===== src/rtl/alu_pkg.sv =====
// alu_pkg -- definitions shared by the ALU and the control unit.
//   * default datapath width
//   * op code constants OP_ADD .. OP_MUL (3 bits)
//   * FSM state type used by the iterative multiplier
package alu_pkg;

    localparam int WIDTH_DEFAULT = 16;

    localparam logic [2:0] OP_ADD = 3'b000;
    localparam logic [2:0] OP_SUB = 3'b001;
    localparam logic [2:0] OP_AND = 3'b010;
    localparam logic [2:0] OP_OR  = 3'b011;
    localparam logic [2:0] OP_XOR = 3'b100;
    localparam logic [2:0] OP_SLL = 3'b101;
    localparam logic [2:0] OP_SRL = 3'b110;
    localparam logic [2:0] OP_MUL = 3'b111;

    typedef enum logic {
        IDLE = 1'b0,
        MUL  = 1'b1
    } state_t;

endpackage


===== src/rtl/mul_seq_16.sv =====
// mul_seq_16 -- unsigned shift-add iterative multiplier.
// One iteration per clock; WIDTH iterations per product.
// Ports:
//   clk, rst      clock, synchronous active-high reset
//   start         begin a multiply (only honoured while idle)
//   a, b          multiplicand / multiplier, captured on an accepted start
//   busy          registered: a multiply is in flight
//   done          high during the final iteration cycle; the product is
//                 registered by the parent on that same edge
//   product       2*WIDTH-bit value the accumulator takes on this edge;
//                 equals the full product while done=1
module mul_seq_16
    import alu_pkg::*;
#(
    parameter int WIDTH = WIDTH_DEFAULT
) (
    input  logic                 clk,
    input  logic                 rst,
    input  logic                 start,
    input  logic [WIDTH-1:0]     a,
    input  logic [WIDTH-1:0]     b,
    output logic                 busy,
    output logic                 done,
    output logic [2*WIDTH-1:0]   product
);

    localparam int CW = $clog2(WIDTH);
    localparam logic [CW-1:0] LAST_ITER = CW'(WIDTH - 1);

    state_t                 state_reg, state_next;
    logic [2*WIDTH-1:0]     mcand_reg, mcand_next;
    logic [WIDTH-1:0]       mplier_reg, mplier_next;
    logic [2*WIDTH-1:0]     acc_reg, acc_next;
    logic [CW-1:0]          cnt_reg, cnt_next;
    logic [2*WIDTH-1:0]     addend;
    logic [2*WIDTH-1:0]     acc_step;

    // Partial product of this iteration: the shifted multiplicand gated by
    // the current multiplier LSB.
    generate
        for (genvar gi = 0; gi < 2*WIDTH; gi++) begin : g_addend
            assign addend[gi] = mcand_reg[gi] & mplier_reg[0];
        end
    endgenerate

    assign acc_step = acc_reg + addend;

    always_ff @(posedge clk) begin
        if (rst) begin
            state_reg  <= IDLE;
            mcand_reg  <= '0;
            mplier_reg <= '0;
            acc_reg    <= '0;
            cnt_reg    <= '0;
        end else begin
            state_reg  <= state_next;
            mcand_reg  <= mcand_next;
            mplier_reg <= mplier_next;
            acc_reg    <= acc_next;
            cnt_reg    <= cnt_next;
        end
    end

    always_comb begin
        state_next  = state_reg;
        mcand_next  = mcand_reg;
        mplier_next = mplier_reg;
        acc_next    = acc_reg;
        cnt_next    = cnt_reg;
        done        = 1'b0;
        case (state_reg)
            IDLE: begin
                if (start) begin
                    state_next  = MUL;
                    mcand_next  = {{WIDTH{1'b0}}, a};
                    mplier_next = b;
                    acc_next    = '0;
                    cnt_next    = '0;
                end
            end
            MUL: begin
                acc_next    = acc_step;
                mcand_next  = mcand_reg << 1;
                mplier_next = mplier_reg >> 1;
                cnt_next    = cnt_reg + CW'(1);
                if (cnt_reg == LAST_ITER) begin
                    state_next = IDLE;
                    done       = 1'b1;
                end
            end
            default: state_next = IDLE;
        endcase
    end

    assign busy    = (state_reg == MUL);
    assign product = acc_step;

endmodule


===== src/rtl/alu_16.sv =====
// alu_16 -- sequential ALU for the single-cycle datapath.
// Single-cycle ops finish one edge after start; MUL runs on mul_seq_16 for
// WIDTH cycles while busy stalls the control unit.
// Ports:
//   clk, rst      clock, synchronous active-high reset
//   start         request, sampled only while busy=0
//   op            operation code (alu_pkg OP_*), latched on accepted start
//   a, b          operands (b from the operand mux), latched on accepted start
//   result        registered result, held until the next done
//   zero          registered, result==0
//   carry         registered, op-dependent flag
//   busy          multiply in progress
//   done          one-cycle pulse when result/zero/carry update
module alu_16
    import alu_pkg::*;
#(
    parameter int WIDTH = WIDTH_DEFAULT
) (
    input  logic              clk,
    input  logic              rst,
    input  logic              start,
    input  logic [2:0]        op,
    input  logic [WIDTH-1:0]  a,
    input  logic [WIDTH-1:0]  b,
    output logic [WIDTH-1:0]  result,
    output logic              zero,
    output logic              carry,
    output logic              busy,
    output logic              done
);

    logic [WIDTH-1:0]   result_reg;
    logic               zero_reg;
    logic               carry_reg;
    logic               done_reg;

    logic               mul_busy;
    logic               mul_done;
    logic               mul_start;
    logic [2*WIDTH-1:0] mul_product;

    logic               accept_single;
    logic [WIDTH-1:0]   alu_res;
    logic               alu_c;
    logic [3:0]         shamt;
    logic [WIDTH:0]     sll_wide;
    logic [WIDTH:0]     srl_wide;

    assign mul_start     = start && !mul_busy && (op == OP_MUL);
    assign accept_single = start && !mul_busy && (op != OP_MUL);

    mul_seq_16 #(
        .WIDTH (WIDTH)
    ) u_mul (
        .clk     (clk),
        .rst     (rst),
        .start   (mul_start),
        .a       (a),
        .b       (b),
        .busy    (mul_busy),
        .done    (mul_done),
        .product (mul_product)
    );

    // Shifts carry one guard bit so the last bit shifted out lands in a
    // fixed position; with shamt=0 the guard bit stays 0.
    assign shamt    = b[3:0];
    assign sll_wide = {1'b0, a} << shamt;
    assign srl_wide = {a, 1'b0} >> shamt;

    always_comb begin
        alu_res = '0;
        alu_c   = 1'b0;
        case (op)
            OP_ADD: {alu_c, alu_res} = {1'b0, a} + {1'b0, b};
            // Top bit of the widened difference is the unsigned borrow.
            OP_SUB: {alu_c, alu_res} = {1'b0, a} - {1'b0, b};
            OP_AND: alu_res = a & b;
            OP_OR:  alu_res = a | b;
            OP_XOR: alu_res = a ^ b;
            OP_SLL: {alu_c, alu_res} = sll_wide;
            OP_SRL: begin
                alu_res = srl_wide[WIDTH:1];
                alu_c   = srl_wide[0];
            end
            default: begin
                alu_res = '0;
                alu_c   = 1'b0;
            end
        endcase
    end

    always_ff @(posedge clk) begin
        if (rst) begin
            result_reg <= '0;
            zero_reg   <= 1'b0;
            carry_reg  <= 1'b0;
            done_reg   <= 1'b0;
        end else begin
            done_reg <= 1'b0;
            if (accept_single) begin
                result_reg <= alu_res;
                zero_reg   <= (alu_res == '0);
                carry_reg  <= alu_c;
                done_reg   <= 1'b1;
            end else if (mul_done) begin
                result_reg <= mul_product[WIDTH-1:0];
                zero_reg   <= (mul_product[WIDTH-1:0] == '0);
                carry_reg  <= |mul_product[2*WIDTH-1:WIDTH];
                done_reg   <= 1'b1;
            end
        end
    end

    assign result = result_reg;
    assign zero   = zero_reg;
    assign carry  = carry_reg;
    assign done   = done_reg;
    assign busy   = mul_busy;

endmodule


===== config.mk =====
export PLATFORM = sky130hd
export DESIGN_NAME = alu_16
export DESIGN_NICKNAME = d
export VERILOG_FILES = /design/src/rtl/alu_pkg.sv /design/src/rtl/mul_seq_16.sv /design/src/rtl/alu_16.sv
export SDC_FILE = /design/constraint.sdc
export NUM_CORES = 1
export LEC_CHECK = 0
export CORE_UTILIZATION = 34
export CTS_BUF_LIST = sky130_fd_sc_hd__clkbuf_8
export CTS_CLUSTER_DIAMETER = 200
export DETAILED_ROUTE_END_ITERATION = 12
export GPL_TIMING_DRIVEN = 0
export HOLD_SLACK_MARGIN = 0.06
export PLACE_DENSITY = 0.59
export REMOVE_ABC_BUFFERS = 1
export SKIP_LAST_GASP = 1
export SLEW_MARGIN = 20
export SYNTH_ARGS = -nofsm -noshare
export SYNTH_HDL_FRONTEND = slang
export SYNTH_SLANG_ARGS = --single-unit
export TNS_END_PERCENT = 50

===== constraint.sdc =====
create_clock -name clk -period 10.5 [get_ports clk]
set_input_delay 1.05 -clock clk [delete_from_list [all_inputs] [get_ports clk]]
set_output_delay 1.05 -clock clk [all_outputs]
set_load 0.05 [all_outputs]

==> impl_metrics.csv <==
group,metric,value,unit
detailed_routing,firstDrtPassIters,5,
clock_tree,clk_pin_slew_worst_paths,0.11,ns
sta,worst_pin_slew,1.10,ns
detailed_routing,drt-total-wl,33500,µm
power_and_ir_drop,p_sw,0.365,mW
floorplan,die_w,174,µm
place,dp_hpwl,25200,µm
sta,rsz0062_at_grt,"no",
cells_and_area,drive_above_1_share,0.0550,
place,dp_slack,4.92,ns
detailed_routing,via_per_inst,5.82,
power_and_ir_drop,cellPowerDensity,89.3,mW/mm²
worst_setup_path,slowest_stage,"a2111oi_0",
grt,antenna_found_initial,0,
cells_and_area,area_delta_synth_final,10.3,%
worst_setup_path,path_max_fanout,32,
power_and_ir_drop,power_frac_comb,0.304,
power_and_ir_drop,p_int,0.625,mW
clock_tree,hold_buffers,0,
cells_and_area,final_nets,1503,
yosys,synth-seq-cells,104,
sta,slew_violations,0,
clock_tree,cts_buffer_depth,2,
worst_setup_path,cp_cell_sequence,"buf_2 -> inv_2 -> fa_1 -> nand2b_1 -> a211oi_1 -> xnor2_1 -> nor2_1 -> a2111oi_0 -> nand4_1 -> or4_1 -> or4_1 -> o31ai_2",
grt,grt_pass1_vias,9592,
sta,fin_crit_sh,0.501,
yosys,ys.flop_type,"dfxtp_1",
cells_and_area,multi_input_area,0.00736,mm²
floorplan,dieArea,0.0303,mm²
job,cap_violations,0,
floorplan,core_region_area,0.0289,mm²
grt,grt_overflow,0,
run_status,outcome,"finished, final reports clean",
clock_tree,htreeDepth,3,
worst_setup_path,critPathArrivalTime,5.58,ns
clock_tree,insertion_delay,0.40,ns
floorplan,die-height,174,µm
floorplan,placementRows,62,
detailed_routing,route.detailed.drc,0,
yosys,netlist_area,0.0101,mm²
worst_setup_path,regToRegSetupSlack,5.88,ns
hold_path,hp-class,"flop to flop",
grt,grt_pass1_wl,53600,µm
worst_setup_path,required,10.82,ns
power_and_ir_drop,clkPwrFrac,0.278,
detailed_routing,drtIter0Drc,766,
place,io_buffers,57,
sta,fmaxAchievable,190,MHz
yosys,synth.distinct_cells,79,
sta,slew_headroom,0.248,
grt,grt_max_degree,61,
worst_setup_path,critPathMaxStageDelay,0.81,ns
yosys,postSynthAreaPerCell,7.20,µm²
yosys,ys_async_sr_fraction,0,
clock_tree,cts_buffers,9,
clock_tree,cts_setup_buffers,0,
worst_setup_path,start_kind,"input port",
floorplan,ios,58,
cells_and_area,fillers,3062,
power_and_ir_drop,vdd_drop_max,0.0537,mV
clock_tree,cts_root_buf,"clkbuf_8",
cells_and_area,antenna_cells,0,
clock_tree,cts_resized,0,
place,gp_congestion,0.974,
yosys,syn_inst,1396,
sta,setup_slack,5.24,ns
detailed_routing,routedWlPerCell,18.9,µm
sta,min_period,5.26,ns
power_and_ir_drop,pwr-share-seq,0.418,
cells_and_area,regArea,0.00209,mm²
floorplan,start_util,0.348,
yosys,ys_seq_area_frac,0.207,
sta,setup_viol,0,
sta,finalSetupTns,0,ns
yosys,synth_edf_count,0,
power_and_ir_drop,power_leakage,4.42,nW
worst_setup_path,end_kind,"flop",
detailed_routing,via_count,10300,
sta,hold_viol,0,
detailed_routing,postRouteAntennaNets,0,
yosys,ys_warn_count,0,
clock_tree,numClockSinks,104,
grt,track_usage,0.221,
worst_setup_path,criticalPathCategory,"input port to flop",
cells_and_area,final_common_cell,"nor2_1",
clock_tree,cts_tree,"built",
sta,finalClockSkew,0.0188,ns
worst_setup_path,crit_top_cell,"or4_1",
cells_and_area,mostFrequentLayoutCells,"193 x nor2_1, 185 x a21oi_1, 112 x nand2_1",
power_and_ir_drop,swShare,0.369,
[worst max-delay path, delay by kind of cell]
family | cells | cell delay (ns)
AO/OA/AOI/OAI | 3 | 1.32
XOR/XNOR | 1 | 0.16
adder cells (fa/ha/maj) | 1 | 0.54
buffers and inverters | 2 | 0.99
AND/OR/NAND/NOR | 5 | 1.49
[final timing paths]
check / to / cells after the start / start
worst max register to register: zero / 13 / u_mul.busy
worst min register to register: u_mul.mcand_reg[31] / 2 / u_mul.mcand_reg[30]
worst min-delay path: u_mul.mcand_reg[31] / 2 / u_mul.mcand_reg[30]
worst max-delay path: zero / 12 / b[1]
[per-stage QoR]
stage	hold slack [ns]	utilization	cells	power, mW	cell area, µm²
2_1_floorplan	0.430	-	1301	0.598	9660
3_3_place_gp	0.451	0.370	1742	0.715	10700
3_5_place_dp	0.455	0.376	1751	0.718	10900
4_1_cts	0.470	0.383	1767	0.996	11100
5_1_grt	0.487	0.383	1767	1.04	11100
6_report	0.469	0.383	1767	0.990	11100
[synth_stat cells (all sizes together), types with 8 or more instances]
| master | instances | share of area |
|---|---|---|
| o21ai | 55 | 0.027 |
| a21o | 15 | 0.011 |
| a211oi | 31 | 0.023 |
| xnor2 | 17 | 0.015 |
| mux2 | 19 | 0.022 |
| and2 | 40 | 0.025 |
| or4 | 10 | 0.0075 |
| or3 | 9 | 0.0056 |
| nand3 | 63 | 0.031 |
| nand2b | 13 | 0.0081 |
| o211ai | 16 | 0.012 |
| a22oi | 17 | 0.013 |
| a211o | 10 | 0.0087 |
| inv | 65 | 0.024 |
| nor2 | 194 | 0.072 |
| a31oi | 8 | 0.0050 |
| xor2 | 8 | 0.0070 |
| nand2 | 112 | 0.042 |
| mux4 | 10 | 0.024 |
| a21oi | 185 | 0.092 |
| a221o | 9 | 0.0090 |
| nor2b | 15 | 0.0093 |
| nor4 | 9 | 0.0062 |
| ha | 84 | 0.10 |
| o31ai | 9 | 0.0072 |
| nor3 | 29 | 0.014 |
| and3 | 9 | 0.0056 |
| dfxtp | 104 | 0.21 |
| buf | 27 | 0.014 |
| a221oi | 13 | 0.012 |
| clkbuf | 68 | 0.025 |
| mux2i | 26 | 0.026 |
[kinds of logic after synthesis]
logic type / count (synthesis) / synth area share
compound gates: 430 / 0.274
xor+xnor: 25 / 0.0218
fa+ha+maj: 87 / 0.110
buf+inv: 161 / 0.0637
flops: 104 / 0.207
mux: 55 / 0.0714
simple gates: 534 / 0.251
[power groups by stage]
stage          sequential [mW]  combinational (mW)  clock, mW
2_1_floorplan            0.439               0.159          0
3_3_place_gp             0.425               0.290          0
3_5_place_dp             0.423               0.295          0
4_1_cts                  0.414               0.296      0.286
5_1_grt                  0.415               0.326      0.298
6_report                 0.414               0.301      0.275
[metal layers]
| layer | global-route usage | share of wire | up-vias |
|---|---|---|---|
| li1 | - | - | 5030 |
| met1 | 0.304 | 0.46 | 4864 |
| met2 | 0.359 | 0.46 | 343 |
| met3 | 0.0317 | 0.061 | 44 |
| met4 | 0.0581 | 0.020 | 0 |
| met5 | 0 | 0 | - |
[final cells by class]
type,count,share of cell area
timing repair buffer,66,0.0640
multi-input combinational,1131,0.664
sequential,104,0.188
clock buffer,9,0.0112
tap,384,0.0433
clock inverter,7,0.00711
inverter,66,0.0223
(Power assumes the default switching activity.)
